`src/rtl/ctrl_pkg.sv`:
```
// Shared encodings for the multicycle RV32I control path: FSM states, opcodes,
// ALU operation classes and datapath mux/select codes.
package ctrl_pkg;

    typedef enum logic [3:0] {
        StFetch,
        StDecode,
        StMemAdr,
        StMemRead,
        StMemWb,
        StMemWrite,
        StExecR,
        StExecI,
        StAluWb,
        StBranch,
        StJal,
        StLuiWb
    } state_e;

    // Major opcodes handled by this core variant.
    localparam logic [6:0] OP_LOAD   = 7'b0000011;
    localparam logic [6:0] OP_STORE  = 7'b0100011;
    localparam logic [6:0] OP_R      = 7'b0110011;
    localparam logic [6:0] OP_IMM    = 7'b0010011;
    localparam logic [6:0] OP_BRANCH = 7'b1100011;
    localparam logic [6:0] OP_JAL    = 7'b1101111;
    localparam logic [6:0] OP_LUI    = 7'b0110111;

    // ALU operation class chosen by the FSM; the funct class defers to funct3/funct7.
    typedef enum logic [1:0] {
        AluOpAdd,
        AluOpSub,
        AluOpFunct
    } alu_op_e;

    localparam logic [2:0] IMM_I = 3'b000;
    localparam logic [2:0] IMM_S = 3'b001;
    localparam logic [2:0] IMM_B = 3'b010;
    localparam logic [2:0] IMM_U = 3'b011;
    localparam logic [2:0] IMM_J = 3'b100;

    localparam logic [2:0] ALU_ADD = 3'b000;
    localparam logic [2:0] ALU_SUB = 3'b001;
    localparam logic [2:0] ALU_AND = 3'b010;
    localparam logic [2:0] ALU_OR  = 3'b011;
    localparam logic [2:0] ALU_SLT = 3'b101;

    localparam logic [1:0] RES_ALUOUT = 2'b00;
    localparam logic [1:0] RES_MEM    = 2'b01;
    localparam logic [1:0] RES_ALU    = 2'b10;
    localparam logic [1:0] RES_IMM    = 2'b11;

    localparam logic [1:0] SRCA_PC    = 2'b00;
    localparam logic [1:0] SRCA_OLDPC = 2'b01;
    localparam logic [1:0] SRCA_RS1   = 2'b10;

    localparam logic [1:0] SRCB_RS2  = 2'b00;
    localparam logic [1:0] SRCB_IMM  = 2'b01;
    localparam logic [1:0] SRCB_FOUR = 2'b10;

endpackage

```
`src/rtl/alu_decoder.sv`:
```
// Maps the FSM's ALU operation class plus instruction funct fields onto the
// ALU control code.
module alu_decoder
    import ctrl_pkg::*;
(
    input  alu_op_e    alu_op,
    input  logic [2:0] funct3,
    input  logic       op5,
    input  logic       funct7b5,
    output logic [2:0] alu_control
);

    // Decode ALU control from class and funct fields.
    always_comb begin
        alu_control = ALU_ADD;
        case (alu_op)
            AluOpAdd: alu_control = ALU_ADD;
            AluOpSub: alu_control = ALU_SUB;
            AluOpFunct: begin
                case (funct3)
                    // Only R-type (op[5]=1) can request sub; addi ignores bit 30.
                    3'b000:  alu_control = (op5 && funct7b5) ? ALU_SUB : ALU_ADD;
                    3'b010:  alu_control = ALU_SLT;
                    3'b110:  alu_control = ALU_OR;
                    3'b111:  alu_control = ALU_AND;
                    default: alu_control = ALU_ADD;
                endcase
            end
            default: alu_control = ALU_ADD;
        endcase
    end

endmodule

```
`src/rtl/multicycle_control.sv`:
```
// Main control FSM of the multicycle RV32I core: sequences the shared ALU,
// unified memory port and immediate generator over several cycles.
module multicycle_control
    import ctrl_pkg::*;
#(
    parameter bit RESET_PC_WRITE = 1'b0
) (
    input  logic       clk,
    input  logic       reset,
    input  logic [6:0] op,
    input  logic [2:0] funct3,
    input  logic       funct7b5,
    input  logic       zero,
    output logic       pc_write,
    output logic       adr_src,
    output logic       mem_write,
    output logic       ir_write,
    output logic [1:0] result_src,
    output logic [1:0] alu_src_a,
    output logic [1:0] alu_src_b,
    output logic [2:0] alu_control,
    output logic [2:0] imm_src,
    output logic       reg_write,
    output logic       retire,
    output logic       illegal_op
);

    state_e     state_q, state_d;
    alu_op_e    alu_op;
    logic [2:0] alu_control_dec;
    logic [2:0] imm_src_dec;
    logic       state_valid;

    alu_decoder u_alu_decoder (
        .alu_op      (alu_op),
        .funct3      (funct3),
        .op5         (op[5]),
        .funct7b5    (funct7b5),
        .alu_control (alu_control_dec)
    );

    // State register; synchronous reset returns to FETCH.
    always_ff @(posedge clk) begin
        if (reset) begin
            state_q <= StFetch;
        end else begin
            state_q <= state_d;
        end
    end

    // Immediate type follows the opcode in every state.
    always_comb begin
        imm_src_dec = IMM_I;
        case (op)
            OP_LOAD, OP_IMM: imm_src_dec = IMM_I;
            OP_STORE:        imm_src_dec = IMM_S;
            OP_BRANCH:       imm_src_dec = IMM_B;
            OP_LUI:          imm_src_dec = IMM_U;
            OP_JAL:          imm_src_dec = IMM_J;
            default:         imm_src_dec = IMM_I;
        endcase
    end

    // Next-state and Moore output decode; reset and stray encodings force all outputs to 0.
    always_comb begin
        state_d     = StFetch;
        state_valid = 1'b1;
        alu_op      = AluOpAdd;
        pc_write    = 1'b0;
        adr_src     = 1'b0;
        mem_write   = 1'b0;
        ir_write    = 1'b0;
        result_src  = RES_ALUOUT;
        alu_src_a   = SRCA_PC;
        alu_src_b   = SRCB_RS2;
        reg_write   = 1'b0;
        retire      = 1'b0;
        illegal_op  = 1'b0;

        case (state_q)
            StFetch: begin
                ir_write   = 1'b1;
                pc_write   = 1'b1;
                alu_src_a  = SRCA_PC;
                alu_src_b  = SRCB_FOUR;
                result_src = RES_ALU;
                state_d    = StDecode;
            end
            StDecode: begin
                // Precompute OldPC + imm so a taken branch/jal finds its target in ALUOut.
                alu_src_a = SRCA_OLDPC;
                alu_src_b = SRCB_IMM;
                case (op)
                    OP_LOAD, OP_STORE: state_d = StMemAdr;
                    OP_R:              state_d = StExecR;
                    OP_IMM:            state_d = StExecI;
                    OP_BRANCH:         state_d = StBranch;
                    OP_JAL:            state_d = StJal;
                    OP_LUI:            state_d = StLuiWb;
                    default: begin
                        illegal_op = 1'b1;
                        state_d    = StFetch;
                    end
                endcase
            end
            StMemAdr: begin
                alu_src_a = SRCA_RS1;
                alu_src_b = SRCB_IMM;
                state_d   = op[5] ? StMemWrite : StMemRead;
            end
            StMemRead: begin
                adr_src    = 1'b1;
                result_src = RES_ALUOUT;
                state_d    = StMemWb;
            end
            StMemWb: begin
                result_src = RES_MEM;
                reg_write  = 1'b1;
                retire     = 1'b1;
                state_d    = StFetch;
            end
            StMemWrite: begin
                adr_src   = 1'b1;
                mem_write = 1'b1;
                retire    = 1'b1;
                state_d   = StFetch;
            end
            StExecR: begin
                alu_src_a = SRCA_RS1;
                alu_src_b = SRCB_RS2;
                alu_op    = AluOpFunct;
                state_d   = StAluWb;
            end
            StExecI: begin
                alu_src_a = SRCA_RS1;
                alu_src_b = SRCB_IMM;
                alu_op    = AluOpFunct;
                state_d   = StAluWb;
            end
            StAluWb: begin
                result_src = RES_ALUOUT;
                reg_write  = 1'b1;
                retire     = 1'b1;
                state_d    = StFetch;
            end
            StBranch: begin
                alu_src_a  = SRCA_RS1;
                alu_src_b  = SRCB_RS2;
                alu_op     = AluOpSub;
                result_src = RES_ALUOUT;
                retire     = 1'b1;
                // Only beq/bne are supported; funct3[0] selects the inverted sense.
                pc_write   = (funct3[2:1] == 2'b00) ? (zero ^ funct3[0]) : 1'b0;
                state_d    = StFetch;
            end
            StJal: begin
                // ALUOut already holds the target; this cycle's ALU makes OldPC + 4 for rd.
                alu_src_a  = SRCA_OLDPC;
                alu_src_b  = SRCB_FOUR;
                result_src = RES_ALUOUT;
                pc_write   = 1'b1;
                state_d    = StAluWb;
            end
            StLuiWb: begin
                result_src = RES_IMM;
                reg_write  = 1'b1;
                retire     = 1'b1;
                state_d    = StFetch;
            end
            default: begin
                state_valid = 1'b0;
                state_d     = StFetch;
            end
        endcase

        imm_src     = imm_src_dec;
        alu_control = alu_control_dec;

        if (reset || !state_valid) begin
            pc_write    = reset ? RESET_PC_WRITE : 1'b0;
            adr_src     = 1'b0;
            mem_write   = 1'b0;
            ir_write    = 1'b0;
            result_src  = 2'b00;
            alu_src_a   = 2'b00;
            alu_src_b   = 2'b00;
            alu_control = 3'b000;
            imm_src     = 3'b000;
            reg_write   = 1'b0;
            retire      = 1'b0;
            illegal_op  = 1'b0;
        end
    end

endmodule

```
`config.mk`:
```
export PLATFORM = sky130hd
export DESIGN_NAME = multicycle_control
export DESIGN_NICKNAME = d
export VERILOG_FILES = /design/src/rtl/ctrl_pkg.sv /design/src/rtl/alu_decoder.sv /design/src/rtl/multicycle_control.sv
export SDC_FILE = /design/constraint.sdc
export NUM_CORES = 1
export LEC_CHECK = 0
export ABC_AREA = 1
export BUFFER_PORTS_ARGS = -buffer_cell sky130_fd_sc_hd__buf_2
export CAP_MARGIN = 40
export CORE_MARGIN = 8
export CORE_UTILIZATION = 47
export CTS_CLUSTER_DIAMETER = 100
export DETAILED_ROUTE_END_ITERATION = 8
export PLACE_DENSITY = 0.83
export SLEW_MARGIN = 20
export SYNTH_ARGS = -nofsm -noshare
export SYNTH_HDL_FRONTEND = slang
export SYNTH_SLANG_ARGS = --single-unit
```
`constraint.sdc`:
```
create_clock -name clk -period 2.45 [get_ports clk]
set_input_delay 0.245 -clock clk [delete_from_list [all_inputs] [get_ports clk]]
set_output_delay 0.245 -clock clk [all_outputs]
set_load 0.01 [all_outputs]
```
# After elaboration in Yosys (flattened, before gate mapping)
# Cells that the tools add are included.
[totals]
register_bits = 4
out_inout_bits = 19
[classes]
n_eq_ne = 23
mux = 33
n_bitwise = 1
n_reduce_logical = 18
[op_table]
columns = ["operator", "count"]
rows = [
  ["case mux 3 bit (4 select lines)", 2],
  ["case mux 4 bit (6 select lines)", 1],
  ["== test 7 x 6 -> 1 bit, second input constant", 3],
  ["case mux 4 bit (5 select lines)", 1],
  ["two-way mux 1 bit", 17],
  ["== test 4 x 3 -> 1 bit, second input constant", 4],
  ["== test 4 bit, second input constant", 4],
  ["== test 7 bit, second input constant", 2],
  ["case mux 2 bit (2 select lines)", 3],
  ["OR reduction 12 bit", 1],
  ["OR reduction 2 bit", 5],
  ["two-way mux 3 bit", 3],
  ["OR reduction 3 bit", 3],
  ["== test 4 x 2 -> 1 bit, second input constant", 2],
  ["== test 7 x 2 -> 1 bit, second input constant", 1],
  ["== test 7 x 5 -> 1 bit, second input constant", 1],
  ["OR reduction 7 bit", 1],
  ["== test 3 bit, second input constant", 2],
  ["two-way mux 2 bit", 3],
  ["case mux 2 bit (3 select lines)", 1],
  ["case mux 3 bit (2 select lines)", 1],
  ["OR reduction 5 bit", 1],
  ["== test 4 x 1 -> 1 bit, second input constant", 1],
  ["logical NOT 4 bit", 1],
  ["11 further kinds", 11],
]

# Depth between registers and ports, before layout
[logic_depth]
depth_word = 6
ltp_mapped = 9
depth_no_buf = 9

# Hierarchy
# A second synthesis with hierarchy kept.
[hier_totals]
cells_unflattened = 133
hier_area_um2 = 670.6
[modules_own_cells]
columns = ["mod", "instances", "cells_each", "area_per_inst_um2", "seq_area_each_um2"]
rows = [
  ["multicycle_control", 1, 116, 579.3, 80.1],
  ["alu_decoder", 1, 17, 91.3, 0.0],
]

# Worst setup path before layout
# No wires, ideal clock.
[synth_timing]
path_kind = "flip-flop to output port"
from = "register state_q[3]"
to = "output alu_control[0]"
t_arrival_ns = 1.390
path_slack_ns = 0.815
stages_incl_launch_ff = 6
path_buffers = 0
cell_sequence = "dfxtp_1 nand2_1 nor2_4 inv_2 ha_1 a211oi_1"
[synth_between]
elab_chain_cells = 6
elab_cells_between_ends = 22
[synth_lines]
columns = ["item", "line_no", "text"]
rows = [
  ["start, declared", "multicycle_control.sv:28", "state_e state_q, state_d;"],
  ["start signal, assigned", "multicycle_control.sv:45", "state_q <= StFetch;"],
  ["start signal, assigned", "multicycle_control.sv:47", "state_q <= state_d;"],
  ["== test 4 x 3 -> 1 bit (tied with other cells)", "multicycle_control.sv:80", "case (state_q)"],
  ["OR reduction 2 bit (no source line) / OR reduction 12 bit (equally long branches)", "-", ""],
  ["case mux 2 bit (2 select lines) / two-way mux 1 bit (equally long branches)", "multicycle_control.sv:80", ""],
  ["== test 2 bit (tied with other cells)", "alu_decoder.sv:16", "case (alu_op)"],
  ["case mux 3 bit (2 select lines) / logical OR 1 bit (equally long branches)", "alu_decoder.sv:16, multicycle_control.sv:179", ""],
  ["two-way mux 3 bit *", "multicycle_control.sv:179", "if (reset || !state_valid) begin"],
  ["end, declared", "multicycle_control.sv:21", "output logic [2:0] alu_control,"],
]
# Mark *: on every way between the ends. The rest lies on a longest branch, timed or not.

# Final worst setup path
[layout_timing]
from = "register state_q[0]"
to = "output alu_control[0]"
# Same word-level chain as after synthesis.

==> results.yml <==
run_status:
  outcome: "finished clean"
routing:
  vias_per_cell: 4.95
  routedWlPerCell_um: 10.4
  vias: 851
  postRouteAntennaNets: 0
  wl_um: 1790
  drc: 0
  drtPass1Iterations: 4
  drtIter0Drc: 19
clock_network:
  cts_tree: "yes"
  cts_made_buffers: 3
  cts_resized: 0
  cts_hold_buf: 0
  clock_sinks: 4
  cts_buffer_depth: 2
  clkTransAtPathRegs_ns: 0.04
  cts_setup_buffers: 0
  htreeDepth: 1
  root_buffer: "clkbuf_4"
  worstSkewPairLatency_ns: 0.23
global_route:
  grt_pass1_vias: 809
  grt_max_degree: 10
  grt_pass1_wl_um: 3130
  grt_antenna_before_repair: 0
  grt.overflow.total: 0
  track_usage: 0.137
yosys:
  synth_nets: 139
  synth_top_family_by_area: "simple AND/OR/NAND/NOR gates"
  ys_seq_area_frac: 0.128
  yosys.area_share.xor_xnor: 0
  synthSimpleGateAreaFrac: 0.484
  synth_area_um2: 626
  ys_seq_elements: 4
  avgSynthCellArea_um2: 5.09
  synth.area.mux_share: 0
  syn_inst: 123
  ys_warn_count: 0
  synth_compound_area_frac: 0.192
  netlist-cell-type-count: 22
  synthAdderAreaFrac: 0.0400
worst_setup_path:
  crit_fanout: 6
  cp_slowest_cell: "dfxtp_1"
  startpoint_type: "flop"
  worstPathArrival_ns: 1.72
  critPathRequiredTime_ns: 2.20
  r2r_end: "state_q[3]"
  r2r-start: "state_q[0]"
  rrSetupSlack_ns: 1.29
  crit_type: "flop to output port"
  reg2reg_depth: 4
  crit_chain: "nand2_1, nor2_4, inv_2, ha_1, a211oi_1, buf_2"
  critPathMaxStageDelay_ns: 0.42
  cp-end-kind: "output port"
floorplan:
  die_w_um: 52.5
  ios: 33
  die_h_um: 52.5
  initial_core_util: 0.493
  std_cell_rows: 13
  coreArea_um2: 1270
  die-area_um2: 2750
layout:
  drive_gt1_frac: 0.287
  n_antenna_cell: 0
  largest_register_ffs: 4
  largest-register: "state_q"
  finalInstanceArea_um2: 823
  area_delta_synth_final_pct: 31.6
  top_regs: "state_q (4)"
  num-nets-final: 175
sta:
  setup_slack_ns: 0.482
  finalCritPeriodShare: 0.803
  setup_tns_ns: 0
  finalSetupViolCount: 0
  fin_skew_ns: 0.00179
  min_period_ns: 1.97
  rsz0062_at_grt: "no"
  tightest_slew_ns: 0.277
  slew_viol_final: 0
  slew_headroom: 0.816
  max_freq_mhz: 508
  final-hold-violation-count: 0
power_and_ir_drop:
  p_per_area_nw_per_um2: 266
  power.internal_w: 0.000148
  pwr-share-comb: 0.322
  p_leak_nw: 0.487
  switching_power_w: 0.0000704
  power_frac_seq: 0.319
  max-vdd-ir-drop_uv: 290
  clkPwrFrac: 0.359
  switching_share: 0.322
worst_hold_path:
  hold_depth: 2
  hold_start: "reset"
  hold_path.class: "input pin to flop"
  holdPathEnd: "state_q[2]"
place:
  place_congestion: 0.861
  port_buffers: 32
  placed_area_um2: 801
  place_hpwl_um: 1570
  place_ws_ns: 0.734
run:
  cap_violations: 0
## cells in the mapped netlist
cell | instances | area share
a211oi_1 | 1 | 0.012
a21oi_1 | 9 | 0.072
a21oi_2 | 1 | 0.014
a31oi_1 | 2 | 0.020
clkbuf_1 | 1 | 0.0060
dfxtp_1 | 4 | 0.13
ha_1 | 2 | 0.040
inv_1 | 21 | 0.13
inv_2 | 4 | 0.024
nand2_1 | 25 | 0.15
nand3_1 | 8 | 0.064
nand4_1 | 3 | 0.030
nor2_1 | 28 | 0.17
nor2_2 | 3 | 0.030
nor2_4 | 1 | 0.018
nor3_1 | 1 | 0.0080
nor3_2 | 1 | 0.016
o21a_1 | 1 | 0.012
o21ai_0 | 3 | 0.024
o21ai_1 | 2 | 0.016
o22ai_1 | 1 | 0.010
o31ai_1 | 1 | 0.012
## placed cells by master (no fill, tap or decap), drive strengths merged
cell | netlist | layout
nor3 | 2 | 2
o22ai | 1 | 1
o21a | 1 | 1
a211oi | 1 | 1
clkbuf | 1 | 3
a31oi | 2 | 2
ha | 2 | 2
a21oi | 10 | 10
nand3 | 8 | 8
buf | 0 | 32
nor2 | 32 | 32
inv | 25 | 25
o21ai | 5 | 5
nand4 | 3 | 3
nand2 | 25 | 25
o31ai | 1 | 1
dfxtp | 4 | 4
## stage by stage
stage	util	cells	total power (W)	hold WS [ns]
after global routing	0.649	172	0.000235	0.329
final	0.649	172	0.000219	0.303
after global placement	0.631	169	0.000140	0.541
after detailed placement	0.631	169	0.000142	0.540
after CTS	0.649	172	0.000222	0.300
after floorplan	-	123	0.000112	0.415
## how the worst max path moves through the flow
stage                     endpoint        from  depth (start not counted)  slack [ns]
floorplan           alu_control[0]  state_q[3]                          5        0.82
global placement    alu_control[0]  state_q[0]                          6        0.76
detailed placement  alu_control[0]  state_q[0]                          6        0.73
CTS                 alu_control[0]  state_q[0]                          6        0.48
global route        alu_control[0]  state_q[2]                          6        0.36
finish              alu_control[0]  state_q[0]                          6        0.48
## critical path: cells and delay by family, from the launching register on
family	cells	cell delay, ns
AOI/OAI and AO/OA	1	0.20
adders and majority gates	1	0.30
buffers and inverters	2	0.21
DFF	1	0.42
and+or+nand+nor	2	0.36
## kinds of logic (layout without fill, tap and decap cells)
kind of cell / count (synthesis) / in the layout
AND/OR/NAND/NOR: 70 / 70
buffers and inverters: 26 / 60
adder cells (fa/ha/maj): 2 / 2
flip-flops: 4 / 4
AO/OA/AOI/OAI: 21 / 21
## per-layer routing
layer / global-route usage / up-vias / routed length, µm
met5: 0 / - / 0
met4: 0.0259 / 0 / 0
met3: 0.0256 / 0 / 133
met2: 0.251 / 38 / 877
met1: 0.159 / 347 / 782
li1: - / 466 / -
## final cells by class
class / count / area, µm²
multi-input combinational: 93 / 448
clock buffer: 3 / 22.5
inverter: 25 / 93.8
tap: 15 / 18.8
sequential: 4 / 80.1
fill: 127 / 445
timing repair buffer: 32 / 160
## power groups by stage
| stage | logic, W | registers (W) | clock network [W] |
|---|---|---|---|
| CTS | 0.0000713 | 0.0000697 | 0.0000807 |
| global route | 0.0000803 | 0.0000701 | 0.0000842 |
| global placement | 0.0000695 | 0.0000707 | 0 |
| detailed placement | 0.0000710 | 0.0000707 | 0 |
| finish | 0.0000704 | 0.0000699 | 0.0000786 |
| floorplan | 0.0000415 | 0.0000701 | 0 |
Note: power is estimated with default switching activity, not from simulation.
